--- config.mk ---
export PLATFORM = sky130hd
export DESIGN_NAME = expression_level_one_counter
export DESIGN_NICKNAME = d
export VERILOG_FILES = /design/src/rtl/expression_level_one_counter.sv
export SDC_FILE = /design/constraint.sdc
export NUM_CORES = 1
export LEC_CHECK = 0
export ABC_AREA = 0
export CORE_MARGIN = 2
export CORE_UTILIZATION = 47
export CTS_CLUSTER_SIZE = 16
export DETAILED_ROUTE_END_ITERATION = 6
export GPL_TIMING_DRIVEN = 0
export PLACE_DENSITY = 0.77
export SLEW_MARGIN = 10
export SYNTH_ARGS = -nofsm -noshare
export SYNTH_HDL_FRONTEND = slang
export SYNTH_SLANG_ARGS = --single-unit
export TNS_END_PERCENT = 100
--- constraint.sdc ---
create_clock -name clk -period 4.4 [get_ports clk]
set_input_delay 0.88 -clock clk [delete_from_list [all_inputs] [get_ports clk]]
set_output_delay 0.88 -clock clk [all_outputs]
set_load 0.02 [all_outputs]
--- src/rtl/expression_level_one_counter.sv ---
// Gate-level 3-input ones counter (popcount/majority) with a registered copy,
// a change strobe and a saturating running total of the counts.
module expression_level_one_counter #(
    parameter int ACC_W = 8
) (
    input  logic             clk,
    input  logic             rst,
    input  logic             a,
    input  logic             b,
    input  logic             c,
    input  logic             en,
    input  logic             clr,
    output logic             y0,
    output logic             y1,
    output logic [1:0]       cnt_q,
    output logic             changed,
    output logic [ACC_W-1:0] total,
    output logic             total_sat
);

    localparam logic [ACC_W-1:0] TOT_MAX = {ACC_W{1'b1}};

    logic [1:0]       cnt_d;
    logic             changed_q, changed_d;
    logic [ACC_W-1:0] total_q, total_d;
    logic [ACC_W:0]   sum_wide;

    // Sum bit is the parity, carry bit is the majority: a full adder in gates.
    assign y0    = a ^ b ^ c;
    assign y1    = (a & b) | (b & c) | (a & c);
    assign cnt_d = {y1, y0};

    assign changed_d = (cnt_d != cnt_q);

    // One spare bit so the saturation compare sees the overflow instead of a wrap.
    assign sum_wide = {1'b0, total_q} + {{(ACC_W-1){1'b0}}, cnt_d};

    always_comb begin
        total_d = total_q;
        if (clr) begin
            total_d = '0;
        end else if (en) begin
            if (sum_wide > {1'b0, TOT_MAX}) total_d = TOT_MAX;
            else                            total_d = sum_wide[ACC_W-1:0];
        end
    end

    always_ff @(posedge clk or posedge rst) begin
        if (rst) begin
            cnt_q     <= 2'b00;
            changed_q <= 1'b0;
            total_q   <= '0;
        end else begin
            cnt_q     <= cnt_d;
            changed_q <= changed_d;
            total_q   <= total_d;
        end
    end

    assign changed   = changed_q;
    assign total     = total_q;
    assign total_sat = (total_q == TOT_MAX);

endmodule

==> results of run 1 <==
tightest hold or removal path: stages, from the launching register on:
cell and delay (ns):
sky130_fd_sc_hd__dfrtp_1 0.36, sky130_fd_sc_hd__xnor2_1 0.07, sky130_fd_sc_hd__nand2_1 0.05
layout by cell type (no fill, tap or decap):
| cell | n |
|---|---|
| sky130_fd_sc_hd__o211a_1 | 1 |
| sky130_fd_sc_hd__and3b_1 | 1 |
| sky130_fd_sc_hd__buf_2 | 1 |
| sky130_fd_sc_hd__nor3_1 | 2 |
| sky130_fd_sc_hd__clkbuf_1 | 2 |
| sky130_fd_sc_hd__clkdlybuf4s50_1 | 19 |
| sky130_fd_sc_hd__a41o_2 | 1 |
| sky130_fd_sc_hd__a31oi_1 | 3 |
| sky130_fd_sc_hd__clkbuf_4 | 3 |
| sky130_fd_sc_hd__nand2_2 | 1 |
| sky130_fd_sc_hd__xnor2_1 | 2 |
| sky130_fd_sc_hd__nor3b_1 | 1 |
| sky130_fd_sc_hd__a211oi_1 | 1 |
| sky130_fd_sc_hd__and2_1 | 1 |
| sky130_fd_sc_hd__a311oi_1 | 3 |
| sky130_fd_sc_hd__or2b_1 | 1 |
| sky130_fd_sc_hd__a21oi_1 | 4 |
| sky130_fd_sc_hd__or4_1 | 1 |
| sky130_fd_sc_hd__clkinv_2 | 1 |
| sky130_fd_sc_hd__nor2_1 | 5 |
| sky130_fd_sc_hd__and4_2 | 1 |
| sky130_fd_sc_hd__nand2_1 | 4 |
| sky130_fd_sc_hd__inv_1 | 6 |
| sky130_fd_sc_hd__nand4_1 | 2 |
| sky130_fd_sc_hd__a21o_1 | 1 |
| sky130_fd_sc_hd__nand3b_1 | 1 |
| sky130_fd_sc_hd__dfrtp_1 | 11 |
| sky130_fd_sc_hd__and3_1 | 1 |
| sky130_fd_sc_hd__ha_1 | 2 |
| sky130_fd_sc_hd__a41oi_1 | 1 |
| sky130_fd_sc_hd__o21ai_0 | 1 |
| sky130_fd_sc_hd__nor2b_1 | 2 |
| sky130_fd_sc_hd__fa_1 | 2 |
routing by layer:
| metal | vias up | share of wire | global-route usage |
|---|---|---|---|
| met5 | - | 0 | 0 |
| met4 | 0 | 0.011 | 0.0750 |
| met3 | 6 | 0.077 | 0.0978 |
| met2 | 22 | 0.41 | 0.270 |
| met1 | 265 | 0.50 | 0.294 |
| li1 | 287 | - | - |
worst paths after layout:
check,slack [ns],endpoint,depth (start not counted)
worst min register to register,0.50,changed$_DFF_PP0_,2
worst max register to register,2.48,total[1]$_DFFE_PP0P_,7
min in group asynchronous,0.89,total[5]$_DFFE_PP0P_,2
max in group asynchronous,3.20,cnt_q[1]$_DFF_PP0_,2
worst max-delay path,0.95,y0,3
worst min-delay path,0.50,changed$_DFF_PP0_,2
stage by stage:
| step | util | power, µW | setup WS, ns | hold WS [ns] | std cells |
|---|---|---|---|---|---|
| CTS | 0.685 | 255 | 0.939 | 0.518 | 104 |
| detailed placement | 0.664 | 183 | 0.931 | 0.509 | 100 |
| global route | 0.685 | 268 | 0.912 | 0.574 | 104 |
| global placement | 0.664 | 182 | 0.948 | 0.497 | 100 |
| floorplan | - | 154 | 1.37 | 0.605 | 66 |
| finish | 0.685 | 251 | 0.947 | 0.505 | 104 |
sequential cells by signal, summed over array words and instances, names as in the netlist:
| signal | cells |
|---|---|
| changed | 1 |
| cnt_q | 2 |
| total | 8 |
report_power, final:
group	total (µW)	switching (µW)	internal, µW
clock network	70.0	36.3	33.7
registers	114	5.76	108
logic	67.3	35.0	32.4
total	251	77.0	174
final cells by class:
type                            count  share of cell area
Buffer                              3              0.0142
Clock buffer                        3              0.0256
Clock inverter                      1             0.00568
Inverter                            6              0.0256
Multi-Input combinational cell     46               0.379
Sequential cell                    11               0.312
Tap cell                           15              0.0213
Timing Repair Buffer               19               0.216
cell families (layout without fill, tap and decap cells):
kind of cell / Yosys count / after routing / synth area share
compound gates: 16 / 16 / 0.179
xor+xnor: 2 / 2 / 0.0272
fa+ha+maj: 4 / 4 / 0.101
buf+inv: 9 / 32 / 0.0544
flops: 11 / 11 / 0.427
simple gates: 24 / 24 / 0.212
==> results, run 1 <==
- Yosys attributes the largest share of cell area to sky130_fd_sc_hd__dfrtp_1, sky130_fd_sc_hd__fa_1, sky130_fd_sc_hd__a311oi_1.
- Counting every sink on the clock net gives 11.
- The initial antenna violation count is 0.
- The cell repeated most along the worst path is sky130_fd_sc_hd__clkdlybuf4s50_1.
- In this run the cell area of the synthesized design comes to 644 µm².
- The category of cells accounting for the largest share of critical-path delay is buffers and inverters.
- The routed design could run at a clock period as short as between 3 and 4 ns.
- The sequential area share after synthesis is 0.427.
- The largest individual stage delay along the critical path comes from the cell sky130_fd_sc_hd__fa_1.
- The synthesized instance count is 66.
- The launching instance or port of the critical path is a.
- The worst register-to-register path begins at total[0]$_DFFE_PP0P_.
- The routed layout has between 500 and 600 vias.
- The filler cells instantiated in the layout total between 100 and 150.
- The kind of launch point of the worst setup path is an input pin.
- Together, buffers and inverters on the worst path number 2.
- For this design the ratio of total power to cell area is 285 nW/µm².
- 21 I/O pins were placed.
- The placement-stage cell area is between 800 and 900 µm².
- The post-CTS clock slew at the launch and capture registers of the worst setup and hold paths is around 0.08 ns.
- After global routing the overflow that remains totals 0.
- The delay contributed by the slowest stage of the critical path is ~0.63 ns.
- The final-stage net count is about 100.
- For this block, the routed nets add up to around 1400 µm of wire.
- The number of antenna diodes in the final layout is 0.
- The number of buffers on the longest clock path is 2.
- The count of input and output buffers is 19.
- After detailed routing, the number of vias per cell comes to between 5 and 6.
- In the routed design, unresolved DRC markers number 0.
- The area of the core is between 1000 and 1500 µm².
- The overall die height is around 40 µm.
- The later pin in the worst-skew pair is clocked with a latency of approximately 0.28 ns.
- Across the VDD grid, the largest voltage drop is approximately 0.23 mV.
- At the worst endpoint, the arrival time is 2.57 ns.
- The area occupied by multi-input gates is approximately 330 µm².
- Counting distinct cell types in the post-synthesis netlist gives 30.
- The initial utilization of the core area, before any placement, comes to 0.501.
- The commonest cells after synthesis are sky130_fd_sc_hd__dfrtp_1, sky130_fd_sc_hd__inv_1, sky130_fd_sc_hd__nor2_1, sky130_fd_sc_hd__a21oi_1, sky130_fd_sc_hd__nand2_1.
- For the worst setup path, the data required time is ~3.5 ns.
- The critical path goes through clkdlybuf4s50_1 > fa_1 > clkdlybuf4s50_1.
- The count of routing violations after the opening detailed-route iteration is 20.
- The maximum number of pins on one net before global-route repair is 12.
- Row generation in the floorplan step produced 13 rows.
- In this run the mean area of a mapped cell was around 9.8 µm².
- The global-route usage over all layers is 0.208.
- The transition time at the pin with the least slew margin is ~0.45 ns.
- The via count of the first global-routing pass is around 470.
- The cell sitting at the root of the clock tree is a sky130_fd_sc_hd__clkbuf_4.
- The max-slew violation count came to 0.
- The layout overhead on the synthesized area is 36.7%.
- The count of flip-flops with a built-in enable after synthesis is 0.
- The post-CTS resize count is 0.
- Yosys printed 0 warnings.
- The number of buffers created by CTS is 3.
- The CTS tree is yes.
- The total of max-cap violations is 0.
- The run finished with clean final reports.
- For this run, the leading register cell type out of synthesis is sky130_fd_sc_hd__dfrtp_1.
- In this run the static leakage power is about 0.00038 µW.
- The number of setup buffers added after CTS is 0.
- The launch instance of the worst min-delay path is cnt_q[1]$_DFF_PP0_.
- The detailed-route wire length per cell is between 10 and 15 µm.
- Of all nets on the critical path, the largest fanout is 4.
- The share of synthesized area in the top cell type comes to 0.427.
- The period utilization is 0.785.
- The first global-routing pass estimated 2150 µm of wire.
- The worst relative slew slack is 0.702.
- The count of final setup violators is 0.
- The area enclosed by the die boundary is ~1700 µm².
- CTS built an H-tree with a depth of 1.
- Counting flops with an async set or reset pin after synthesis yields a share of 1.00.
- The placed wire-length estimate is roughly 1000 µm.
- The critical path is of the input pin to output port type.
- The synthesized net count is just under 80.
- Once detail routing completed, the nets flagged for antenna violations numbered 0.
- The most common cell in the synthesized netlist is sky130_fd_sc_hd__dfrtp_1.
- In this run, synthesis produced a sequential element count of 11.
- The finished cells cover slightly below 900 µm².
- Of all cell types, the one taking the most synthesized area is sky130_fd_sc_hd__dfrtp_1.
- From left edge to right edge, the die measures 41.0 µm.
- Across the routed clock network, the largest skew measured is around 0.012 ns.
- Setup repair after global routing left no endpoint under its margin.
- The hold violation total from the final report is 0.
- The path type of the worst min-delay path is register to register.
- The final-layout setup total negative slack is 0 ns.
- In the final layout, the share of cells above drive strength 1 is 0.0899.
- STA classifies the critical path endpoint as an output port.
- After clock tree synthesis, the flow added hold-fix buffers numbering 0.
- Summing all flip-flop and latch instances after layout gives about 280 µm².
- At the end of routability-driven placement, the weighted congestion stood at 0.823.
- The first TritonRoute pass finished after 7 iterations.
- The maximum frequency from static timing analysis is just under 0.3 GHz.
Power figures use the tool's default switching activity.
==> inputs of run 2 (changes only) <==
CORE_ASPECT_RATIO = 0.9   (was unset)
CORE_UTILIZATION = 43   (was 47)
PLACE_DENSITY = 0.72   (was 0.77)
clock period = 3.6 ns   (was 4.4 ns; I/O delays follow)
==> run 2 against run 1 <==
Non-clock buffer count did not move. Setup slack got worse by 0.49 ns. Final area fell by 0.14%. Clock skew is 0.0067 ns lower. Utilization shrank 7.1 points. Critical endpoint unchanged. Via count shrank 0.34%. Die area is 8.4% higher. Sequential share of layout area about the same. Routed wire length fell by 4.6%. Combinational power grew 22%. Power is 21% higher.
==> results, run 2 (synthesized netlist as in run 1, its figures left out) <==
- The flow ran to the end, and the final reports show no timing, DRC or antenna violations.
- The min-delay analysis places its worst path in the category register to register.
- The ratio of cells with drive above 1 in the final layout is 0.0787 (-0.0112).
- The total global routing overflow is 0 (unchanged).
- The worst setup skew after layout is 0.00513 ns (-0.00673 ns).
- The transition time at the pin with the least slew margin was 0.424 ns (-0.0232 ns).
- The global-route usage over all layers is 0.169 (-0.0386).
- The post-CTS resize count is 0 (unchanged).
- The maximum frequency from static timing analysis is between 0.3 and 0.4 GHz.
- The worst relative slew slack is 0.717 (+0.0152).
- The final-layout setup total negative slack was 0 ns (unchanged).
- The number of buffers created by CTS was 3 (unchanged).
- The kind of launch point of the worst setup path is an input pin.
- The post-CTS clock slew at the launch and capture registers of the worst setup and hold paths was 0.06 ns (-0.02 ns).
- The placed wire-length estimate is 1030 µm (+2.0%).
- The shortest period the worst path allows is about 3.1 ns.
- The CTS tree is yes.
- The count of final setup violators came to 0 (unchanged).
- The launch instance of the worst min-delay path is cnt_q[1]$_DFF_PP0_.
- The via count of the first global-routing pass is 484 (+2.8%).
- The area enclosed by the die boundary came to 1820 µm² (+8.4%).
- Setup repair after global routing left no endpoint under its margin.
- The final weighted congestion in routability-driven placement is 0.866 (+5.2%).
- The overall die height is 40.7 µm (-0.73%).
- The number of buffers on the longest clock path is 2 (unchanged).
- The hold violation total from the final report is 0 (unchanged).
- The count of TritonRoute iterations in the first routing pass is 4 (-3).
- The critical path buffer and inverter count is 2 (unchanged).
- The critical path goes through clkdlybuf4s50_1 > fa_1 > clkdlybuf4s50_1.
- The count of input and output buffers is 19 (unchanged).
- The share of the core filled with cells in the final layout is 0.615 (-0.0710).
- The minimum setup slack among reg-to-reg paths is 1.67 ns (-0.81 ns).
- The data required time of the worst path is 2.88 ns (-0.64 ns).
- The area of the core is 1430 µm² (+11%).
- The quantity of hold-fixing buffers added after cts came to 0 (unchanged).
- The maximum number of pins on one net before global-route repair is 12 (unchanged).
- The number of diodes is 0 (unchanged).
- The setup path with the least slack is of type input pin to output port.
- The count of routing violations after the opening detailed-route iteration is 19 (-5.0%).
- The detailed-route wire length per cell is 13.1 µm (-4.6%).
- The power per unit of standard cell area is 345 nW/µm² (+21%).
- The total power is 304 µW (+21%).
- In the layout the commonest cells are sky130_fd_sc_hd__clkdlybuf4s50_1, sky130_fd_sc_hd__dfrtp_1, sky130_fd_sc_hd__inv_1.
- The H-tree depth reported by CTS was 1 (unchanged).
- The delay contributed by the slowest stage of the critical path came to 0.64 ns (about the same).
- The number of flip-flops in the largest register came to 8 (unchanged).
- The die width is 44.8 µm (+9.2%).
- The launching instance or port of the critical path is a.
- The leakage power is 0.000381 µW (-0.71%).
- The clock sink count is 11 (unchanged).
- The DRC violation count after routing is 0 (unchanged).
- The area of all placed cells without fillers is 880 µm² (-0.14%).
- The peak supply drop is 0.237 mV (+2.5%).
- The nature of the critical path endpoint is an output port.
- The initial antenna violation count is 0 (unchanged).
- Among cell families on the critical path, the largest total delay comes from buffers and inverters.
- The count of vias placed by the detailed router was 578 (-0.34%).
- The detail-routed via count per cell is 5.56 (-0.34%).
- The tree is rooted in a sky130_fd_sc_hd__clkbuf_4.
- The placement-stage cell area is 853 µm² (unchanged).
- The number of nets with antenna violations after detailed routing is 0 (unchanged).
- The period utilization is 0.873.
- The largest individual stage delay along the critical path comes from the cell sky130_fd_sc_hd__fa_1.
- The layout overhead on the synthesized area is 36.5%.
- The final-stage net count is 101 (unchanged).
- The initial cell density of the core is 0.450 (-0.0513).
- The wire length of the first global-routing pass came to 2140 µm (-0.60%).
- The max-slew violation count was 0 (unchanged).
- The clock insertion delay at the later pin of the skew report came to 0.27 ns (about the same).
- The startpoint identified for the worst register-to-register timing path is total[0]$_DFFE_PP0P_.
- The number of instances in the placed design is 100 (unchanged).
- The library cell used most frequently in the layout, excluding fill and tap cells, is sky130_fd_sc_hd__clkdlybuf4s50_1.
- The number of rows in the core area is 13 (unchanged).
- The number of setup buffers added after CTS was 0 (unchanged).
- The total wire length after detailed routing was 1360 µm (-4.6%).
- The cell repeated most along the worst path is sky130_fd_sc_hd__clkdlybuf4s50_1.
- The number of non-filler instances in the completed layout is 104 (unchanged).
- The total of max-cap violations was 0 (unchanged).
- The critical-path maximum fanout came to 4 (unchanged).
- The number of I/O pins is 21 (unchanged).
- The arrival time of data at the critical path endpoint is 2.42 ns (-0.15 ns).
[run 2: cell types whose count changed in the layout (fill, tap and decap cells not counted)]
cell	before	now
sky130_fd_sc_hd__clkinv_2	1	0
sky130_fd_sc_hd__clkbuf_1	2	3
[run 2: area by class of cell]
class | count | area [µm²]
fill | 140 | 552
multi-input combinational | 46 | 334
sequential | 11 | 275
timing repair buffer | 19 | 190
clock buffer | 4 | 26.3
inverter | 6 | 22.5
tap | 15 | 18.8
buffer | 3 | 12.5
[run 2: through the flow]
step / hold WS [ns] / worst slack [ns]
2_1_floorplan: 0.572 / 0.733
3_3_place_gp: 0.485 / 0.282
6_report: 0.516 / 0.458
5_1_grt: 0.553 / 0.401
4_1_cts: 0.522 / 0.453
3_5_place_dp: 0.501 / 0.271
[run 2: worst paths after layout]
kind,endpoint,cells after the start
hold reg to reg,changed$_DFF_PP0_,2
min in group asynchronous,cnt_q[0]$_DFF_PP0_,2
hold / removal,changed$_DFF_PP0_,2
max in group asynchronous,changed$_DFF_PP0_,2
setup reg to reg,total[3]$_DFFE_PP0P_,7
setup / recovery,y0,3
[run 2: metal layers]
| metal | vias up | global-route usage | part of all wire |
|---|---|---|---|
| met5 | - | 0 | 0 |
| met3 | 0 | 0.0661 | 0.049 |
| li1 | 287 | - | - |
| met4 | 0 | 0.0221 | 0 |
| met2 | 16 | 0.261 | 0.46 |
| met1 | 275 | 0.231 | 0.49 |
[run 2: report_power, final]
group          switching, µW  total, µW  internal, µW
logic                   42.5       82.2          39.7
registers               7.02        139           132
clock network           39.5       82.3          42.8
total                   89.1        304           215
[run 2: worst register-to-register path: stages, from the launching register on]
cell and delay, ns:
sky130_fd_sc_hd__dfrtp_1 0.39, sky130_fd_sc_hd__ha_1 0.20, sky130_fd_sc_hd__inv_1 0.06, sky130_fd_sc_hd__fa_1 0.41, sky130_fd_sc_hd__and3b_1 0.22, sky130_fd_sc_hd__buf_2 0.17
sky130_fd_sc_hd__nand2_1 0.11, sky130_fd_sc_hd__a311oi_1 0.27
